File: src/rtl/pipeline_pkg.sv
// Shared pipeline types: ALU codes, decoder classes and the ID/EX bundle.
// Used by the ID/EX register, the ALU and the EX/MEM register.
package pipeline_pkg;

    localparam logic [3:0] ALU_AND = 4'b0000;
    localparam logic [3:0] ALU_OR  = 4'b0001;
    localparam logic [3:0] ALU_ADD = 4'b0010;
    localparam logic [3:0] ALU_SUB = 4'b0110;
    localparam logic [3:0] ALU_ILL = 4'b1111;

    localparam logic [1:0] AOP_MEM = 2'b00;
    localparam logic [1:0] AOP_BR  = 2'b01;
    localparam logic [1:0] AOP_R   = 2'b10;
    localparam logic [1:0] AOP_I   = 2'b11;

    typedef struct packed {
        logic       valid;
        logic       illegal;
        logic       alu_src;
        logic       reg_write;
        logic       mem_read;
        logic       mem_write;
        logic       mem_to_reg;
        logic       branch;
        logic [3:0] alu_control;
    } id_ex_ctrl_t;

    typedef struct packed {
        id_ex_ctrl_t ctrl;
        logic [31:0] rs1_data;
        logic [31:0] rs2_data;
        logic [31:0] imm;
        logic [4:0]  rs1_addr;
        logic [4:0]  rs2_addr;
        logic [4:0]  rd_addr;
    } id_ex_t;

    function automatic id_ex_t bubble();
        id_ex_t b;
        b = '0;
        b.ctrl.alu_control = ALU_ADD;
        return b;
    endfunction

endpackage

File: src/rtl/id_ex_reg_if.sv
// ID/EX boundary bundle: ID-side inputs, hazard controls, EX-side outputs.
interface id_ex_reg_if;
    logic        stall;
    logic        flush;
    logic        in_valid;
    logic [31:0] rs1_data;
    logic [31:0] rs2_data;
    logic [31:0] imm;
    logic [4:0]  rs1_addr;
    logic [4:0]  rs2_addr;
    logic [4:0]  rd_addr;
    logic [1:0]  alu_op;
    logic [2:0]  funct3;
    logic        funct7_b5;
    logic        alu_src;
    logic        reg_write;
    logic        mem_read;
    logic        mem_write;
    logic        mem_to_reg;
    logic        branch;

    logic [31:0] out_rs1_data;
    logic [31:0] out_rs2_data;
    logic [31:0] out_imm;
    logic [4:0]  out_rs1_addr;
    logic [4:0]  out_rs2_addr;
    logic [4:0]  out_rd_addr;
    logic        out_alu_src;
    logic        out_reg_write;
    logic        out_mem_read;
    logic        out_mem_write;
    logic        out_mem_to_reg;
    logic        out_branch;
    logic [3:0]  alu_control;
    logic        out_valid;
    logic        illegal_op;

    modport master (
        output stall, flush, in_valid,
        output rs1_data, rs2_data, imm,
        output rs1_addr, rs2_addr, rd_addr,
        output alu_op, funct3, funct7_b5,
        output alu_src, reg_write, mem_read,
        output mem_write, mem_to_reg, branch,
        input  out_rs1_data, out_rs2_data, out_imm,
        input  out_rs1_addr, out_rs2_addr, out_rd_addr,
        input  out_alu_src, out_reg_write, out_mem_read,
        input  out_mem_write, out_mem_to_reg, out_branch,
        input  alu_control, out_valid, illegal_op
    );

    modport slave (
        input  stall, flush, in_valid,
        input  rs1_data, rs2_data, imm,
        input  rs1_addr, rs2_addr, rd_addr,
        input  alu_op, funct3, funct7_b5,
        input  alu_src, reg_write, mem_read,
        input  mem_write, mem_to_reg, branch,
        output out_rs1_data, out_rs2_data, out_imm,
        output out_rs1_addr, out_rs2_addr, out_rd_addr,
        output out_alu_src, out_reg_write, out_mem_read,
        output out_mem_write, out_mem_to_reg, out_branch,
        output alu_control, out_valid, illegal_op
    );
endinterface

File: src/rtl/alu_ctrl_dec.sv
// Combinational ALU-control decoder: decoder class + funct fields -> ALU code.
module alu_ctrl_dec
    import pipeline_pkg::*;
(
    input  logic [1:0] alu_op,
    input  logic [2:0] funct3,
    input  logic       funct7_b5,
    output logic [3:0] alu_code
);
    always_comb begin
        alu_code = ALU_ILL;
        unique case (alu_op)
            AOP_MEM: alu_code = ALU_ADD;
            AOP_BR:  alu_code = ALU_SUB;
            AOP_R, AOP_I: begin
                unique case (funct3)
                    3'b000: begin
                        // Only R-type uses funct7 to pick SUB; ADDI has no SUBI.
                        if (alu_op == AOP_R && funct7_b5)
                            alu_code = ALU_SUB;
                        else
                            alu_code = ALU_ADD;
                    end
                    3'b111:  alu_code = ALU_AND;
                    3'b110:  alu_code = ALU_OR;
                    default: alu_code = ALU_ILL;
                endcase
            end
            default: alu_code = ALU_ILL;
        endcase
    end
endmodule

File: src/rtl/id_ex_reg.sv
// ID/EX pipeline register with ALU-control decode, stall hold and bubble insert.
module id_ex_reg
    import pipeline_pkg::*;
(
    input  logic         clk,
    input  logic         rst_n,
    id_ex_reg_if.slave   bus
);
    logic [3:0] alu_code;
    id_ex_t     load_v;
    id_ex_t     state_d;
    id_ex_t     state_q;

    alu_ctrl_dec u_dec (
        .alu_op    (bus.alu_op),
        .funct3    (bus.funct3),
        .funct7_b5 (bus.funct7_b5),
        .alu_code  (alu_code)
    );

    always_comb begin
        load_v                  = '0;
        load_v.ctrl.valid       = 1'b1;
        load_v.ctrl.illegal     = (alu_code == ALU_ILL);
        load_v.ctrl.alu_src     = bus.alu_src;
        load_v.ctrl.reg_write   = bus.reg_write;
        load_v.ctrl.mem_read    = bus.mem_read;
        load_v.ctrl.mem_write   = bus.mem_write;
        load_v.ctrl.mem_to_reg  = bus.mem_to_reg;
        load_v.ctrl.branch      = bus.branch;
        load_v.ctrl.alu_control = alu_code;
        load_v.rs1_data         = bus.rs1_data;
        load_v.rs2_data         = bus.rs2_data;
        load_v.imm              = bus.imm;
        load_v.rs1_addr         = bus.rs1_addr;
        load_v.rs2_addr         = bus.rs2_addr;
        load_v.rd_addr          = bus.rd_addr;
    end

    always_comb begin
        state_d = state_q;
        if (bus.flush)
            state_d = bubble();
        else if (bus.stall)
            state_d = state_q;
        else if (!bus.in_valid)
            state_d = bubble();
        else
            state_d = load_v;
    end

    always_ff @(posedge clk) begin
        if (!rst_n)
            state_q <= bubble();
        else
            state_q <= state_d;
    end

    assign bus.out_valid      = state_q.ctrl.valid;
    assign bus.illegal_op     = state_q.ctrl.illegal;
    assign bus.out_alu_src    = state_q.ctrl.alu_src;
    assign bus.out_reg_write  = state_q.ctrl.reg_write;
    assign bus.out_mem_read   = state_q.ctrl.mem_read;
    assign bus.out_mem_write  = state_q.ctrl.mem_write;
    assign bus.out_mem_to_reg = state_q.ctrl.mem_to_reg;
    assign bus.out_branch     = state_q.ctrl.branch;
    assign bus.alu_control    = state_q.ctrl.alu_control;
    assign bus.out_rs1_data   = state_q.rs1_data;
    assign bus.out_rs2_data   = state_q.rs2_data;
    assign bus.out_imm        = state_q.imm;
    assign bus.out_rs1_addr   = state_q.rs1_addr;
    assign bus.out_rs2_addr   = state_q.rs2_addr;
    assign bus.out_rd_addr    = state_q.rd_addr;
endmodule
File: src/flat_wrapper.sv
// flat-port wrapper written by rule: the top's interface ports become plain ports
module id_ex_reg_flat import pipeline_pkg::*;
  (clk, rst_n, bus_stall, bus_flush, bus_in_valid, bus_rs1_data, bus_rs2_data, bus_imm, bus_rs1_addr, bus_rs2_addr, bus_rd_addr, bus_alu_op, bus_funct3, bus_funct7_b5, bus_alu_src, bus_reg_write, bus_mem_read, bus_mem_write, bus_mem_to_reg, bus_branch, bus_out_rs1_data, bus_out_rs2_data, bus_out_imm, bus_out_rs1_addr, bus_out_rs2_addr, bus_out_rd_addr, bus_out_alu_src, bus_out_reg_write, bus_out_mem_read, bus_out_mem_write, bus_out_mem_to_reg, bus_out_branch, bus_alu_control, bus_out_valid, bus_illegal_op);
  id_ex_reg_if bus_i ();
  input  logic clk;
  input  logic rst_n;
  input wire logic [$bits(bus_i.stall)-1:0] bus_stall;
  input wire logic [$bits(bus_i.flush)-1:0] bus_flush;
  input wire logic [$bits(bus_i.in_valid)-1:0] bus_in_valid;
  input wire logic [$bits(bus_i.rs1_data)-1:0] bus_rs1_data;
  input wire logic [$bits(bus_i.rs2_data)-1:0] bus_rs2_data;
  input wire logic [$bits(bus_i.imm)-1:0] bus_imm;
  input wire logic [$bits(bus_i.rs1_addr)-1:0] bus_rs1_addr;
  input wire logic [$bits(bus_i.rs2_addr)-1:0] bus_rs2_addr;
  input wire logic [$bits(bus_i.rd_addr)-1:0] bus_rd_addr;
  input wire logic [$bits(bus_i.alu_op)-1:0] bus_alu_op;
  input wire logic [$bits(bus_i.funct3)-1:0] bus_funct3;
  input wire logic [$bits(bus_i.funct7_b5)-1:0] bus_funct7_b5;
  input wire logic [$bits(bus_i.alu_src)-1:0] bus_alu_src;
  input wire logic [$bits(bus_i.reg_write)-1:0] bus_reg_write;
  input wire logic [$bits(bus_i.mem_read)-1:0] bus_mem_read;
  input wire logic [$bits(bus_i.mem_write)-1:0] bus_mem_write;
  input wire logic [$bits(bus_i.mem_to_reg)-1:0] bus_mem_to_reg;
  input wire logic [$bits(bus_i.branch)-1:0] bus_branch;
  output wire logic [$bits(bus_i.out_rs1_data)-1:0] bus_out_rs1_data;
  output wire logic [$bits(bus_i.out_rs2_data)-1:0] bus_out_rs2_data;
  output wire logic [$bits(bus_i.out_imm)-1:0] bus_out_imm;
  output wire logic [$bits(bus_i.out_rs1_addr)-1:0] bus_out_rs1_addr;
  output wire logic [$bits(bus_i.out_rs2_addr)-1:0] bus_out_rs2_addr;
  output wire logic [$bits(bus_i.out_rd_addr)-1:0] bus_out_rd_addr;
  output wire logic [$bits(bus_i.out_alu_src)-1:0] bus_out_alu_src;
  output wire logic [$bits(bus_i.out_reg_write)-1:0] bus_out_reg_write;
  output wire logic [$bits(bus_i.out_mem_read)-1:0] bus_out_mem_read;
  output wire logic [$bits(bus_i.out_mem_write)-1:0] bus_out_mem_write;
  output wire logic [$bits(bus_i.out_mem_to_reg)-1:0] bus_out_mem_to_reg;
  output wire logic [$bits(bus_i.out_branch)-1:0] bus_out_branch;
  output wire logic [$bits(bus_i.alu_control)-1:0] bus_alu_control;
  output wire logic [$bits(bus_i.out_valid)-1:0] bus_out_valid;
  output wire logic [$bits(bus_i.illegal_op)-1:0] bus_illegal_op;
  assign bus_i.stall = bus_stall;
  assign bus_i.flush = bus_flush;
  assign bus_i.in_valid = bus_in_valid;
  assign bus_i.rs1_data = bus_rs1_data;
  assign bus_i.rs2_data = bus_rs2_data;
  assign bus_i.imm = bus_imm;
  assign bus_i.rs1_addr = bus_rs1_addr;
  assign bus_i.rs2_addr = bus_rs2_addr;
  assign bus_i.rd_addr = bus_rd_addr;
  assign bus_i.alu_op = bus_alu_op;
  assign bus_i.funct3 = bus_funct3;
  assign bus_i.funct7_b5 = bus_funct7_b5;
  assign bus_i.alu_src = bus_alu_src;
  assign bus_i.reg_write = bus_reg_write;
  assign bus_i.mem_read = bus_mem_read;
  assign bus_i.mem_write = bus_mem_write;
  assign bus_i.mem_to_reg = bus_mem_to_reg;
  assign bus_i.branch = bus_branch;
  assign bus_out_rs1_data = bus_i.out_rs1_data;
  assign bus_out_rs2_data = bus_i.out_rs2_data;
  assign bus_out_imm = bus_i.out_imm;
  assign bus_out_rs1_addr = bus_i.out_rs1_addr;
  assign bus_out_rs2_addr = bus_i.out_rs2_addr;
  assign bus_out_rd_addr = bus_i.out_rd_addr;
  assign bus_out_alu_src = bus_i.out_alu_src;
  assign bus_out_reg_write = bus_i.out_reg_write;
  assign bus_out_mem_read = bus_i.out_mem_read;
  assign bus_out_mem_write = bus_i.out_mem_write;
  assign bus_out_mem_to_reg = bus_i.out_mem_to_reg;
  assign bus_out_branch = bus_i.out_branch;
  assign bus_alu_control = bus_i.alu_control;
  assign bus_out_valid = bus_i.out_valid;
  assign bus_illegal_op = bus_i.illegal_op;
  id_ex_reg u_core (.clk(clk), .rst_n(rst_n), .bus(bus_i));
endmodule
File: config.mk
export PLATFORM = sky130hd
export DESIGN_NAME = id_ex_reg_flat
export DESIGN_NICKNAME = d
export VERILOG_FILES = /design/src/rtl/pipeline_pkg.sv /design/src/rtl/id_ex_reg_if.sv /design/src/rtl/alu_ctrl_dec.sv /design/src/rtl/id_ex_reg.sv /design/src/flat_wrapper.sv
export SDC_FILE = /design/constraint.sdc
export NUM_CORES = 1
export LEC_CHECK = 0
export CORE_AREA = 2 2 97 123
export CTS_BUF_LIST = sky130_fd_sc_hd__clkbuf_4
export DETAILED_ROUTE_END_ITERATION = 10
export DIE_AREA = 0 0 99 125
export PLACE_DENSITY = 0.8
export SLEW_MARGIN = 20
export SYNTH_ARGS = -nofsm -noshare
export SYNTH_HDL_FRONTEND = slang
export SYNTH_SLANG_ARGS = --single-unit
File: constraint.sdc
create_clock -name clk -period 1.5 [get_ports clk]
set_input_delay 0.375 -clock clk [delete_from_list [all_inputs] [get_ports clk]]
set_output_delay 0.375 -clock clk [all_outputs]
set_load 0.01 [all_outputs]
=== Yosys cells after proc, flatten, opt, wreduce, memory -nomap -nowiden ===
Cells that the tools add are included.

* Flip-flop bits (word level): 123
* Input port bits: 128
* Output and inout bits: 123
* Logic and storage cells: 31

* Equal/unequal tests: 6
* Muxes and demuxes: 4
* Bitwise operators: 1
* Reduce and logical (&&, ||, !) cells: 5

{| class="wikitable"
|+ Operators by type and width
! operator !! number
|-
| 2-to-1 mux 123 bit || 1
|-
| one-hot mux 4 bit (3 select lines) || 2
|-
| equality test 3 bit, second input constant || 2
|-
| equality test 2 bit, second input constant || 2
|-
| equality test 4 bit, second input constant || 1
|-
| OR reduction 2 bit || 2
|-
| logical NOT 3 bit || 1
|-
| 2-to-1 mux 3 bit || 1
|-
| equality test 2 x 1 -> 1 bit, second input constant || 1
|-
| logical NOT 2 bit || 1
|-
| logical AND 1 bit || 1
|-
| NOT 1 bit || 1
|}

=== Depth between registers and ports, before layout ===
Gate-level depths: netlist of run 1.

* Word-level depth: 7
* Mapped depth: 7
* Gate-level depth less buffers: 4

=== Cells and area by module ===
From an unflattened synthesis of run 1, not the netlist that was laid out.

* Cell total of the unflattened synthesis: 556
* Area, all modules: 5146.2 sq um

{| class="wikitable"
|+ By module, submodules not included
! module !! instances !! cells an instance !! area an instance (sq um) !! seq. area each (sq um)
|-
| id_ex_reg || 1 || 548 || 5101.1 || 2462.4
|-
| alu_ctrl_dec || 1 || 8 || 45.0 || 0.0
|}

=== Worst setup path after synthesis of run 1 ===
Ideal clock, no wire load.

* Kind: input to register
* Start: input bus_flush
* End: register u_core.state_q (netlist bit u_core.bus.out_imm[10])
* Library setup time: 0.128 ns
* Data arrival time: 1.088 ns
* Data required time: 1.372 ns
* Slack: 0.284 ns
* Stages on the path: 5
* Path buffers: 3
* Path through: nand2b_1 > buf_2 > buf_2 > buf_1 > nor2_1

* Word-level cells in the longest chain between the ends: 1

{| class="wikitable"
|+ Ends and longest elaborated chain
! item !! line !! source
|-
| start: declaration || flat_wrapper.sv:8 || <nowiki>input wire logic [$bits(bus_i.flush)-1:0] bus_flush;</nowiki>
|-
| OR reduction 2 bit (no source line) || - ||
|-
| end signal: assignment || id_ex_reg.sv:54 || <nowiki>state_q <= bubble();</nowiki>
|-
| end signal: assignment || id_ex_reg.sv:56 || <nowiki>state_q <= state_d;</nowiki>
|-
| end: declaration || id_ex_reg.sv:12 || <nowiki>id_ex_t state_q;</nowiki>
|}

No other way between the ends.
A chain may end at the register's enable or synchronous reset.

=== Worst setup path in the final report of run 1 ===
* Start: register u_core.state_q (netlist bit u_core.bus.out_imm[8])
* End: output bus_out_imm[8]

{| class="wikitable"
|+ RTL lines
! item !! line !! source
|-
| end: declaration || flat_wrapper.sv:27 || <nowiki>output wire logic [$bits(bus_i.out_imm)-1:0] bus_out_imm;</nowiki>
|}

No word-level cell between the ends.

==> run metrics, run 1 <==
status=finished clean; mean post-synth cell area=between 9 and 10 µm²; slowest CP cell=dfxtp_1; DR DRC count=0; WS Path Type=flop to output pin; syn_nets=between 500 and 600; htree depth=4; Initial Utilization=37.1%; gpl congestion=0.754; share of the synthesized area in the top cell type=58.9%; RSZ-0062 raised after global routing=false; DIE HEIGHT=125 µm; initial antenna violation count=0; register share of total power=about 53%; Core Region=between 10000 and 15000 µm²; row count=44; diodes inserted=0; Max-Cap Viols=0; Switching Fraction=between 20 and 25%; worst min path class=input port to flop; Post-synth ARST share=0%; critical path endpoint category=output pin; #FFs+latches synth=roughly 120; CTS max path bufs=2; Pint=0.00481 W; total track usage=between 20% and 30%; Worst-Margin Slew=582 ps; dominant synthesized flop cell=dfxtp_1; post-synth cell types=21; crit share post-route=95.6%; largest net degree at the start of global routing=66; most common cell after layout, fill and taps aside=clkdlybuf4s50_1; Setup WS pre-CTS=-168 ps; Via density=approximately 5.1; Area Overhead vs Synth=64.7%; Post-synth EDFFs=0; sequential fraction of the synthesis area=58.9%; Clk pin slew, worst setup/hold paths=~100 ps; Routed Antenna Nets=0; Synth Instances=424; minimum clock period=between 1000 and 1500 ps; Psw=about 0.0015 W; # IOs=around 250; ranking of synthesized cells by area=dfxtp_1 (59%), a22oi_1 (21%), nor2_1 (11%); Synth area leader=dfxtp_1; GR Overflow Total=0; worst-skew pair later-pin latency=a little under 500 ps; I/O Buffers=250; CTS tree=built; clock sink count=123; Horiz. Die Dim=just under 100 µm; CP Cell Sequence=clkdlybuf4s15_2; Critical Path AT=about 1100 ps; die area=12400 µm²; setup-violating endpoint count in the final report=0; power per cell area=~920 nW/µm²; worst relative slew slack=about three fifths; Req. time, crit path=1120 ps; Routed wire per std cell=between 15 and 20 µm; CP Buf/Inv Count=1; vias in the first global route=approximately 4200; DRT iter0 DRCs=188; PnR worst setup slack=65.5 ps; Mapped Area=approximately 4200 µm²; Clk pwr share=between 30% and 40%; CP peak stage delay=between 300 and 400 ps; DRT Pass-1 Iters=4; routed vias=about 4200; Final Hold Violating Endpoints=0; Root Buffer=clkbuf_4; sequential cell area=2580 µm²; first-pass GRT wire length=roughly 20000 µm; ratio of cells with drive above 1 in the final layout=about 40%; Routed WL=roughly 13000 µm; Highest Clock Rate=between 600 and 700 MHz; Ys Warns=0; total power=around 0.0063 W; Setup TNS Final=0 ps; most frequent cells in the layout=clkdlybuf4s50_1 (126), nor2_1 (119), a22oi_1 (117); CP startpoint kind=flop; multi-input logic area=approximately 1500 µm²; Clock Skew=0 ps; nets=between 800 and 900; Final HPWL DP=9380 µm; total CTS buffers=17; # fillers=approximately 940; crit-path max FO=2; Max rail drop VDD=about 0.48 mV; Leak Pwr=2.78 nW; max-slew violations=0; CP top delay family=flip-flops; combinational share of power=between 10% and 20%
==> cells by family (layout without fill, tap and decap cells) <==
| logic type | Yosys count | count (layout) | share of synthesized area, % |
|---|---|---|---|
| AOI/OAI and AO/OA | 126 | 126 | 22.2 |
| buffers and inverters | 43 | 304 | 6.58 |
| DFF | 123 | 123 | 58.9 |
| and+or+nand+nor | 132 | 132 | 12.4 |
==> tightest hold or removal path, cell delays in order <==
cell     delay, ps
buf_4          150
a22oi_1         90
nor2_1          70
==> metal layers <==
metal	GRT usage (%)	wire, µm
met5	0	0
met4	10.9	488
met3	7.04	1060
met2	36.4	6660
met1	21.4	4910
==> power groups by stage <==
stage          registers (W)  clock network (W)  logic, W
2_1_floorplan        0.00347                  0  0.000299
3_3_place_gp         0.00344                  0  0.000854
3_5_place_dp         0.00344                  0  0.000873
4_1_cts              0.00337            0.00220  0.000848
5_1_grt              0.00338            0.00233  0.000900
6_report             0.00337            0.00212  0.000836
==> path summary, 6_finish.rpt <==
check | start | to | slack, ps | depth (start not counted)
max | u_core.bus.out_imm[8]$_SDFFE_PP0N_ | bus_out_imm[8] | 70 | 1
min reg2reg | u_core.bus.illegal_op$_SDFFE_PP0N_ | u_core.bus.illegal_op$_SDFFE_PP0N_ | 450 | 2
min | bus_stall | u_core.bus.out_rs2_data[7]$_SDFFE_PP0N_ | 230 | 3
max reg2reg | u_core.bus.out_rs1_data[31]$_SDFFE_PP0N_ | u_core.bus.out_rs1_data[31]$_SDFFE_PP0N_ | 690 | 3
==> what timing repair did <==
item,CTS,global route
hold buffers,0,0
buffers inserted,4,5
gates resized for setup,488,55
setup endpoints to repair,123,55
==> cell usage after synthesis (all sizes together), types with 2 or more instances <==
cell type / n
dfxtp: 123
a22oi: 117
nor2: 119
a21oi: 5
nand4: 3
nand2b: 2
clkbuf: 12
nand2: 5
buf: 30
==> stage by stage <==
stage	util [%]	instances	hold slack [ps]	instance area (µm²)
after global routing	61.1	823	215	6890
after floorplan	-	424	481	4180
after CTS	62.5	818	163	7050
after global placement	60.2	784	442	6790
final	61.1	823	226	6890
after detailed placement	60.2	784	448	6790
==> cell type report <==
cell class	count	area share, %
Clock inverter	11	1.53
Clock buffer	19	2.07
Timing Repair Buffer	273	35.2
Tap cell	138	2.51
Sequential cell	123	37.5
Inverter	1	0.0545
Multi-Input combinational cell	258	21.2
Note: power is estimated with default switching activity, not from simulation.
==> run 2: changes to the inputs <==
- CORE_AREA: 2 2 97 123 -> 2 2 103 129
- DIE_AREA: 0 0 99 125 -> 0 0 105 131
- PLACE_DENSITY: 0.8 -> 0.81
- SYNTH_HIERARCHICAL: default -> 1
==> run 2 against run 1 <==
Against the previous run: clock skew did not move; sequential share of layout area fell by 4.0 points; final area rose by 13%; total power rose by 9.7%; hold slack improved by 15 ps; clock-buffer cell count fell by 2; non-clock buffer count rose by 11; sequential cell count did not move; clock power rose by 24%; critical path depth did not move; critical endpoint is now bus_out_rs1_data[10].
==> run metrics, run 2 <==
status=finished clean; # IOs=251 (unchanged); Post-synth ARST share=0% (unchanged); minimum clock period=1430 ps (-6.92 ps); crit-path max FO=2 (unchanged); critical path endpoint category=output pin; worst min path class=input port to flop; DRT Pass-1 Iters=7 (+3); dominant cell by count in the synthesized netlist=dfxtp_1; gpl congestion=0.826 (+9.6%); Horiz. Die Dim=105 µm (+6.1%); power per cell area=894 nW/µm² (-2.7%); Via density=5.01 (-1.1%); Area Overhead vs Synth=50.9%; crit share post-route=95.2% (-0.46 points); die area=13800 µm² (+11%); sequential fraction of the synthesis area=47.8% (-11 points); CP Buf/Inv Count=1 (unchanged); CTS tree=built; Synth area leader=dfxtp_1; Req. time, crit path=1120 ps (about the same); Setup TNS Final=0 ps (unchanged); dominant synthesized flop cell=dfxtp_1; Setup WS pre-CTS=-189 ps (-21.2 ps); Ys Warns=6 (+6); CP top delay family=flip-flops; Placed Cells=937 (+20%); Final Hold Violating Endpoints=0 (unchanged); Clock Skew=0 ps (unchanged); Mapped Area=5150 µm² (+23%); share of the synthesized area in the top cell type=47.8% (-11 points); mean post-synth cell area=9.26 µm² (-6.2%); CP Cell Sequence=clkdlybuf4s15_2; Hold-fix buffers, CTS=0 (unchanged); row count=46 (+4.5%); Worst-Margin Slew=260 ps (-322 ps); htree depth=4 (unchanged); routed vias=4937 (+18%); Core Region=12500 µm² (+11%); Routed WL=15500 µm (+19%); CP peak stage delay=340 ps (about the same); most common cell after layout, fill and taps aside=clkdlybuf4s50_1; top post-synthesis cells by count=dfxtp_1 (123), nand2_1 (121), nand3b_1 (120); Synth Instances=556 (+31%); total CTS buffers=17 (unchanged); Critical Path AT=1050 ps (about the same); Routed wire per std cell=15.8 µm (-0.94%); Clk pin slew, worst setup/hold paths=120 ps (+20 ps); Initial Utilization=41.0% (+3.9 points); Root Buffer=clkbuf_4; diodes inserted=0 (unchanged); I/O Buffers=250 (unchanged); clock sink count=123 (unchanged); #FFs+latches synth=123 (unchanged); total track usage=21.2% (+0.53 points); utilization after layout=61.9% (+0.82 points); final non-filler cell total=985 (+20%); Leak Pwr=2.95 nW (+6.3%); Highest Clock Rate=700 MHz (+0.48%); worst-skew pair later-pin latency=500 ps (about the same); GR Overflow Total=0 (unchanged); WS Path Type=flop to output pin; DIE HEIGHT=131 µm (+4.8%); slowest CP cell=dfxtp_2; Max-Cap Viols=0 (unchanged); largest net degree at the start of global routing=77 (+17%); ratio of cells with drive above 1 in the final layout=45.4% (+5.8 points); Routed Antenna Nets=0 (unchanged); syn_nets=684 (+24%); first-pass GRT wire length=23400 µm (+15%); PnR worst setup slack=72.4 ps (+6.92 ps); Max rail drop VDD=0.501 mV (+4.8%); DR DRC count=0 (unchanged); ranking of synthesized cells by area=dfxtp_1 (48%), nand3b_1 (18%), a21oi_2 (12%); CP startpoint kind=flop; DRT iter0 DRCs=191 (+1.6%); max-slew violations=0 (unchanged); setup-violating endpoint count in the final report=0 (unchanged); most frequent cells in the layout=clkdlybuf4s50_1 (125), nand2_1 (121), nand3b_1 (120); worst relative slew slack=82.5% (+21 points); CTS max path bufs=2 (unchanged); Final HPWL DP=10600 µm (+14%); initial antenna violation count=0 (unchanged); nets=932 (+16%); post-synth cell types=22 (+4.8%); vias in the first global route=4804 (+14%); Post-synth EDFFs=0 (unchanged)
==> run 2: changes by cell type after synthesis, sizes merged, moves of 11 or more <==
cell,delta
nand3b,+120
a21oi,+116
buf,+11
a22oi,-117
nand2,+116
nor2,-118
==> run 2: per-stage QoR <==
step,cell area (µm²),power (W),hold slack [ps]
after global routing,7760,0.00723,216
after CTS,8150,0.00703,198
after detailed placement,7740,0.00443,451
after global placement,7740,0.00441,445
final,7760,0.00694,241
after floorplan,5150,0.00388,476
==> run 2: area by class of cell <==
type / count / area (µm²)
multi-input cells: 378 / 2340
repair buffers: 284 / 2290
well taps: 168 / 210
clock buffers: 17 / 128
fillers: 1140 / 4780
flip-flops and latches: 123 / 2600
clock inverters: 15 / 198
==> run 2: path summary, 6_finish.rpt <==
check / startpoint / end / slack, ps / depth (start not counted)
setup / recovery: u_core/bus.out_rs1_data[10]$_SDFFE_PP0N_ / bus_out_rs1_data[10] / 70 / 1
hold / removal: bus_stall / u_core/bus.out_imm[9]$_SDFFE_PP0N_ / 240 / 3
setup reg to reg: u_core/bus.out_rs1_data[17]$_SDFFE_PP0N_ / u_core/bus.out_rs1_data[17]$_SDFFE_PP0N_ / 690 / 4
hold reg to reg: u_core/bus.out_rs1_data[22]$_SDFFE_PP0N_ / u_core/bus.out_rs1_data[22]$_SDFFE_PP0N_ / 460 / 2
==> run 2: routing by layer <==
metal	vias to the layer above	global-route usage (%)	part of all wire (%)
met3	30	7.19	6.8
met2	196	37.3	52
met5	-	0	0
met4	0	9.65	2.0
met1	2322	23.3	40
li1	2389	-	-
==> run 2: logic make-up after synthesis <==
group / Yosys count / synth area share [%]
multiplexers: 1 / 0.195
AND/OR/NAND/NOR: 251 / 27.6
flip-flops: 123 / 47.8
buffers and inverters: 55 / 6.90
AO/OA/AOI/OAI: 126 / 17.5
==> run 2: where the power goes <==
| part | switching [W] | internal [W] |
|---|---|---|
| clock network | 0.00129 | 0.00133 |
| logic | 0.000421 | 0.000533 |
| registers | 0.0000336 | 0.00334 |
==> run 2: what timing repair did <==
| action | in CTS | in global routing |
|---|---|---|
| endpoints found under the setup margin | 123 | 89 |
| setup buffers | 5 | 11 |
| resized for setup | 482 | 110 |
